<file path="config.mk">
export PLATFORM = sky130hd
export DESIGN_NAME = core_run_ctrl
export DESIGN_NICKNAME = d
export VERILOG_FILES = /design/src/rtl/run_ctrl_pkg.sv /design/src/rtl/run_cycle_counter.sv /design/src/rtl/core_run_ctrl.sv
export SDC_FILE = /design/constraint.sdc
export NUM_CORES = 1
export LEC_CHECK = 0
export BUFFER_PORTS_ARGS = -buffer_cell sky130_fd_sc_hd__buf_2
export CORE_ASPECT_RATIO = 0.75
export CORE_UTILIZATION = 49
export DETAILED_ROUTE_END_ITERATION = 8
export GPL_ROUTABILITY_DRIVEN = 1
export HOLD_SLACK_MARGIN = 0.06
export PLACE_DENSITY = 0.75
export SLEW_MARGIN = 0
export SYNTH_ARGS = -nofsm -noshare
export SYNTH_HDL_FRONTEND = slang
export SYNTH_HIERARCHICAL = 1
export SYNTH_SLANG_ARGS = --single-unit
</file>
<file path="constraint.sdc">
create_clock -name Clk -period 2.5 [get_ports Clk]
set_clock_uncertainty 0.15 [all_clocks]
set_input_delay 0.5 -clock Clk [delete_from_list [all_inputs] [get_ports Clk]]
set_output_delay 0.5 -clock Clk [all_outputs]
set_load 0.01 [all_outputs]
</file>
<file path="src/rtl/run_ctrl_pkg.sv">
// Shared types for the core run sequencer: FSM states and run completion status codes.
package run_ctrl_pkg;
    typedef enum logic [1:0] {IDLE = 2'b00, LAUNCH = 2'b01, RUN = 2'b10, DONE = 2'b11} run_state_t;
    typedef enum logic [1:0] {ST_OK = 2'b00, ST_TIMEOUT = 2'b01, ST_ABORT = 2'b10} run_status_t;
endpackage

</file>
<file path="src/rtl/run_cycle_counter.sv">
// Saturating RUN-cycle counter with a terminal-count flag one step before the watchdog limit.
module run_cycle_counter #(
    parameter int CNT_W      = 16,
    parameter int MAX_CYCLES = 60000
) (
    input  logic             Clk,
    input  logic             Reset_n,
    input  logic             clr_i,
    input  logic             en_i,
    output logic [CNT_W-1:0] cnt_o,
    output logic             tc_o
);
    localparam logic [CNT_W-1:0] CNT_SAT = '1;
    localparam logic [CNT_W-1:0] TC_VAL  = CNT_W'(MAX_CYCLES - 1);

    logic [CNT_W-1:0] cnt_q, cnt_d;

    always_comb begin
        cnt_d = cnt_q;
        if (clr_i)
            cnt_d = '0;
        else if (en_i && (cnt_q != CNT_SAT))
            cnt_d = cnt_q + CNT_W'(1);
    end

    always_ff @(posedge Clk or negedge Reset_n) begin
        if (!Reset_n) cnt_q <= '0;
        else          cnt_q <= cnt_d;
    end

    assign cnt_o = cnt_q;
    assign tc_o  = (cnt_q == TC_VAL);
endmodule

</file>
<file path="src/rtl/core_run_ctrl.sv">
// Run sequencer for the 9-bit core: parks/launches the core via CoreStart, counts RUN cycles
// until CoreAck, and reports status with watchdog timeout and host abort.
module core_run_ctrl
    import run_ctrl_pkg::*;
#(
    parameter int PROG_W       = 2,
    parameter int CNT_W        = 16,
    parameter int START_CYCLES = 2,
    parameter int MAX_CYCLES   = 60000
) (
    input  logic              Clk,
    input  logic              Reset_n,
    input  logic              RunReq,
    input  logic [PROG_W-1:0] ProgSel,
    input  logic              Abort,
    output logic              RunRdy,
    output logic              CoreStart,
    output logic [PROG_W-1:0] CoreProg,
    input  logic              CoreAck,
    output logic              RunDone,
    output logic [1:0]        Status,
    output logic [CNT_W-1:0]  CycleCount
);
    localparam int LW = (START_CYCLES > 1) ? $clog2(START_CYCLES) : 1;
    localparam logic [LW-1:0] LAUNCH_LOAD = LW'(START_CYCLES - 1);

    run_state_t        state_q, state_d;
    run_status_t       status_q, status_d;
    logic [LW-1:0]     launch_q, launch_d;
    logic [PROG_W-1:0] prog_q, prog_d;
    logic              rdy_q, start_q, done_q;
    logic              cnt_clr, cnt_en, cnt_tc;

    run_cycle_counter #(.CNT_W(CNT_W), .MAX_CYCLES(MAX_CYCLES)) u_cnt (
        .Clk     (Clk),
        .Reset_n (Reset_n),
        .clr_i   (cnt_clr),
        .en_i    (cnt_en),
        .cnt_o   (CycleCount),
        .tc_o    (cnt_tc)
    );

    always_comb begin
        state_d  = state_q;
        status_d = status_q;
        launch_d = launch_q;
        prog_d   = prog_q;
        cnt_clr  = 1'b0;
        cnt_en   = 1'b0;
        case (state_q)
            IDLE: begin
                if (RunReq) begin
                    state_d  = LAUNCH;
                    prog_d   = ProgSel;
                    status_d = ST_OK;
                    launch_d = LAUNCH_LOAD;
                    cnt_clr  = 1'b1;
                end
            end
            LAUNCH: begin
                // CoreAck is ignored here: the core still reflects the previous program's PC.
                if (Abort) begin
                    state_d  = DONE;
                    status_d = ST_ABORT;
                end else if (launch_q == '0) begin
                    state_d = RUN;
                end else begin
                    launch_d = launch_q - LW'(1);
                end
            end
            RUN: begin
                if (CoreAck) begin
                    state_d  = DONE;
                    status_d = ST_OK;
                end else if (Abort) begin
                    state_d  = DONE;
                    status_d = ST_ABORT;
                end else begin
                    cnt_en = 1'b1;
                    if (cnt_tc) begin
                        state_d  = DONE;
                        status_d = ST_TIMEOUT;
                    end
                end
            end
            DONE:    state_d = IDLE;
            default: state_d = IDLE;
        endcase
    end

    // Output flags are registered from the next state so they line up with state_q.
    always_ff @(posedge Clk or negedge Reset_n) begin
        if (!Reset_n) begin
            state_q  <= IDLE;
            status_q <= ST_OK;
            launch_q <= '0;
            prog_q   <= '0;
            rdy_q    <= 1'b1;
            start_q  <= 1'b1;
            done_q   <= 1'b0;
        end else begin
            state_q  <= state_d;
            status_q <= status_d;
            launch_q <= launch_d;
            prog_q   <= prog_d;
            rdy_q    <= (state_d == IDLE);
            start_q  <= (state_d != RUN);
            done_q   <= (state_d == DONE);
        end
    end

    assign RunRdy    = rdy_q;
    assign CoreStart = start_q;
    assign RunDone   = done_q;
    assign CoreProg  = prog_q;
    assign Status    = status_q;
endmodule

</file>
Word level (Yosys, flattened, before mapping)
Cells that the tools add are included.
Cells by class
  add/subtract/negate cells: 2
  eq/ne operators: 11
  muxes and demuxes: 24
  reduce and logical (&&, ||, !) cells: 9
Operator list (number)
  2-to-1 mux 16 bit: 2
  2-to-1 mux 2 bit: 11
  adder 16 x 1 -> 16 bit (second input constant): 1
  equality test 16 bit (second input constant): 1
  inequality test 16 bit (second input constant): 1
  2-to-1 mux 1 bit: 8
  inequality test 2 bit (second input constant): 4
  one-hot mux 2 bit (4 select lines): 1
  equality test 2 bit (second input constant): 3
  one-hot mux 2 bit (3 select lines): 1
  logical NOT 2 bit: 2
  inequality test 4 bit (second input constant): 1
  AND reduction 4 bit: 1
  nonzero test 2 bit: 2
  AND reduction 3 bit: 1
  nonzero test 3 bit: 1
  equality test 2 x 1 -> 1 bit (second input constant): 1
  one-hot mux 1 bit (2 select lines): 1
  AND reduction 2 bit: 1
  logical AND 1 bit: 1
  subtractor 1 bit (second input constant): 1
Word-level totals
  register bits: 26
  input port bits: 7
  output and inout port bits: 23

Depth between registers and ports, before layout
  word-level depth: 6
  gate-level depth with buffers: 7

By module
The synthesis kept the hierarchy.
Modules (own cells, without submodules)
  run_cycle_counter: instances 1, cells each 101, area an instance 973.4 sq um
  core_run_ctrl: instances 1, cells each 57, area an instance 598.1 sq um

Worst setup path before layout
No wires, ideal clock.
  path type: flip-flop to flip-flop
  start point: register state_q[0]
  end point: register u_cnt.cnt_q[11], in the netlist u_cnt/cnt_o[11]
  setup time: 128 ps
  arrival time: 2331 ps
  data required time: 2222 ps
  path slack: -109 ps
  cell stages (with the launch flop): 8
  buffers on the path: 0
  cell sequence: dfrtp_1 -> inv_1 -> ha_1 -> nor3b_1 -> and4_4 -> nand2_2 -> nor4_1 -> mux2_1
Between the ends
  longest elaborated chain between the ends: 4
RTL lines
  start: declaration: RTL line core_run_ctrl.sv:27  | run_state_t state_q, state_d;
  start signal: assignment: RTL line core_run_ctrl.sv:102  | state_q <= state_d;
  equality test 2 bit: RTL line core_run_ctrl.sv:50  | case (state_q)
  2-to-1 mux 1 bit: RTL line core_run_ctrl.sv:50
  via cnt_en: RTL line core_run_ctrl.sv:32  | logic cnt_clr, cnt_en, cnt_tc;
  logical AND 1 bit: RTL line run_cycle_counter.sv:22  | else if (en_i && (cnt_q != CNT_SAT))
  nonzero test 2 bit (no source line)
  end signal: assignment: RTL line run_cycle_counter.sv:28  | else cnt_q <= cnt_d;
  end: declaration: RTL line run_cycle_counter.sv:16  | logic [CNT_W-1:0] cnt_q, cnt_d;
The timed path passes the listed nets, and every way through them passes these cells.
A chain may end at the register's enable or synchronous reset.

Worst setup path in the final report
  start point: register state_q[1]
  end point: register u_cnt.cnt_q[9], in the netlist u_cnt/cnt_o[9]
The elaborated chain is that of the path after synthesis.

==> metrics.txt <==
share of layout cells above drive strength 1=30.9%; # fillers=between 200 and 300; worst min path class=input port to asynchronous set/reset pin; TritonCTS Buffers=3; drt wl/cell=16.3 µm; asr flop ratio synth=between 90% and 100%; n_diodes=0; final hold vios=0; Die Span Y=a little over 50 µm; Post-Synthesis Cells=roughly 160; fin cells=229; Cell variety after synth=45; DR iter-0 viols=approximately 110; maxcap violations=0; Synth area leader=dfrtp_1; Worst-path clk slew=about 0.090 ns; Via density=between 6 and 7; synthesized net count=around 170; die extent in x=between 60 and 70 µm; status=finished clean; CP Launch Type=flop; top cell type's share of synthesized area=a little under two fifths; synth cell count leaders=dfrtp_1 (24), nor2_1 (19), inv_1 (9); DRT Wirelength=3.73 mm; RSZ-0062 raised after global routing=false; PD cells=just under 800 mW/mm²; Lkg Pwr=0.856 nW; sequential cell area fraction in the yosys report=a little over 40%; R2R Setup Slk=approximately 0.085 ns; CTS H-tree lvls=1; Max Slew Vio Count=0; Via Count=between 1000 and 1500; Fmax=just over 0.4 GHz; CP endpoint kind=flop; CP required=~2.6 ns; Clock Tree Root=clkbuf_8; top post-synthesis cells by area=dfrtp_1 (38%), ha_1 (5.6%), nor2_1 (4.5%); Yosys warning total=6; CP Max Fanout=9; clock buffer depth=2; CTS tree=built; delay-heaviest family, CP=simple AND/OR/NAND/NOR gates; placed cells=224; reg2reg start=state_q[1]$_DFF_PN0_; Layout area overhead=17.0%; dominant cell by count in the synthesized netlist=dfrtp_1; number of global-route vias before repair=approximately 1300; Port Buffers=29; Relative slew margins=between 60% and 70%; worst hold slack=roughly 0.060 ns; worst-skew pair later-pin latency=between 0.2 and 0.3 ns; Post-synth EDFFs=0; Initial Util=52.4%; critical path's largest stage delay=roughly 0.56 ns; # setup viols final=0; Nets=206; die footprint=between 0.003 and 0.004 mm²; TritonRoute pass-1 iters=4; critical path launch point=state_q[1]$_DFF_PN0_; IO Pins=30; post-route ant nets=0; setup TNS=0 ns; clk sinks=26; cells along the critical path=ha_2, nor3b_4, and4_4, nand2_2, or4_1, a21oi_1; Congestion Overflow GR=0; Mapped Avg Cell Area=~9.9 µm²; Buf/Inv on CP=0; crit path time final=around 2.4 ns; DRC viols=0; crit path kind=flop to flop; largest net degree at the start of global routing=27; Rows=17; Core ar.=about 0.0030 mm²; global-route wire length before repair=just over 6 mm; Netlist Area Pre-Place=between 0.0015 and 0.002 mm²; final worst-path cycle share=96.6%; routability cong.=0.853; top_reg_cell synth=dfrtp_1; DP HPWL=~2.7 mm; Worst Max-Slew Pin Slew=~0.60 ns; initial antenna violation count=0; Yosys reg bits=26; GRT Total Usage=roughly a quarter; Critical Path AT=2.47 ns; critical path's slowest cell=or4_1; Max VDD drop=526 µV
## per-layer routing
layer,vias up,share of wire (%),GRT usage [%]
met1,680,44,33.4
li1,649,-,-
met4,0,1.9,7.45
met5,-,0,0
met3,9,7.0,6.70
met2,55,47,38.8
## final timing paths
path / endpoint / cells past startpoint
setup / recovery: u_cnt/cnt_o[9]$_DFFE_PN0P_ / 6
hold / removal: u_cnt/cnt_o[10]$_DFFE_PN0P_ / 1
setup reg to reg: u_cnt/cnt_o[9]$_DFFE_PN0P_ / 6
hold reg to reg: Status[0]$_DFFE_PN0P_ / 1
max in group asynchronous: CoreProg[0]$_DFFE_PN0P_ / 1
min in group Clk: CoreProg[0]$_DFFE_PN0P_ / 2
## power breakdown
part / switching [mW] / total (mW) / internal (mW) / leakage [nW]
registers: 0.0505 / 0.557 / 0.506 / 0.344
clock network: 0.138 / 0.280 / 0.141 / 0.0288
logic: 0.337 / 0.592 / 0.255 / 0.483
total: 0.526 / 1.43 / 0.902 / 0.856
## layout make-up
type	count	area (µm²)	area share (%)
multi-input cells	117	860	46.7
well taps	38	47.5	2.59
flip-flops and latches	26	653	35.5
repair buffers	35	190	10.3
inverters	9	33.8	1.84
clock buffers	4	55.1	2.99
## cell usage in the layout, fill, tap and decap left out, types with 3 or more instances in the layout
cell       n
mux2_1     3
buf_4      6
clkbuf_8   4
o31ai_1    5
nand4_1    4
nor3_1     5
dfrtp_1   24
inv_1      9
nand2_1    7
a21oi_1    6
xnor2_1    4
and4_1     3
o21ai_0    3
nor2b_1    4
nor4_1     4
mux2i_1    3
nor2_1    19
or4_1      4
buf_2     29
nand3_1    7
ha_1       6
## state kept, by name, summed over array words and instances, names as in the netlist
signal       cells
u_cnt/cnt_o     16
CoreProg         2
Status           2
state_q          2
CoreStart        1
RunDone          1
RunRdy           1
launch_q         1
## through the flow
stage	setup WS, ns	total power, mW	util, %	cell area (µm²)
2_1_floorplan	0.137	0.934	-	1580
3_3_place_gp	0.234	1.10	58.9	1770
3_5_place_dp	0.0707	1.13	58.9	1770
4_1_cts	0.0487	1.43	60.8	1820
5_1_grt	0.0158	1.53	61.3	1840
6_report	0.0854	1.43	61.3	1840
## kinds of logic after synthesis
logic type,share of synthesized area (%)
adders and majority gates,5.57
DFF,41.6
and+or+nand+nor,25.8
xor gates and xnor gates,2.79
buffers and inverters,4.62
AOI/OAI and AO/OA,14.2
muxes,5.49
## timing repair
action                                  4_1_cts  5_1_grt
gates resized for setup                       0        2
setup buffers                                 0        1
endpoints found under the setup margin        0        3
hold buffers                                  0        0
endpoints found under the hold margin         0        0
Power figures use the tool's default switching activity.
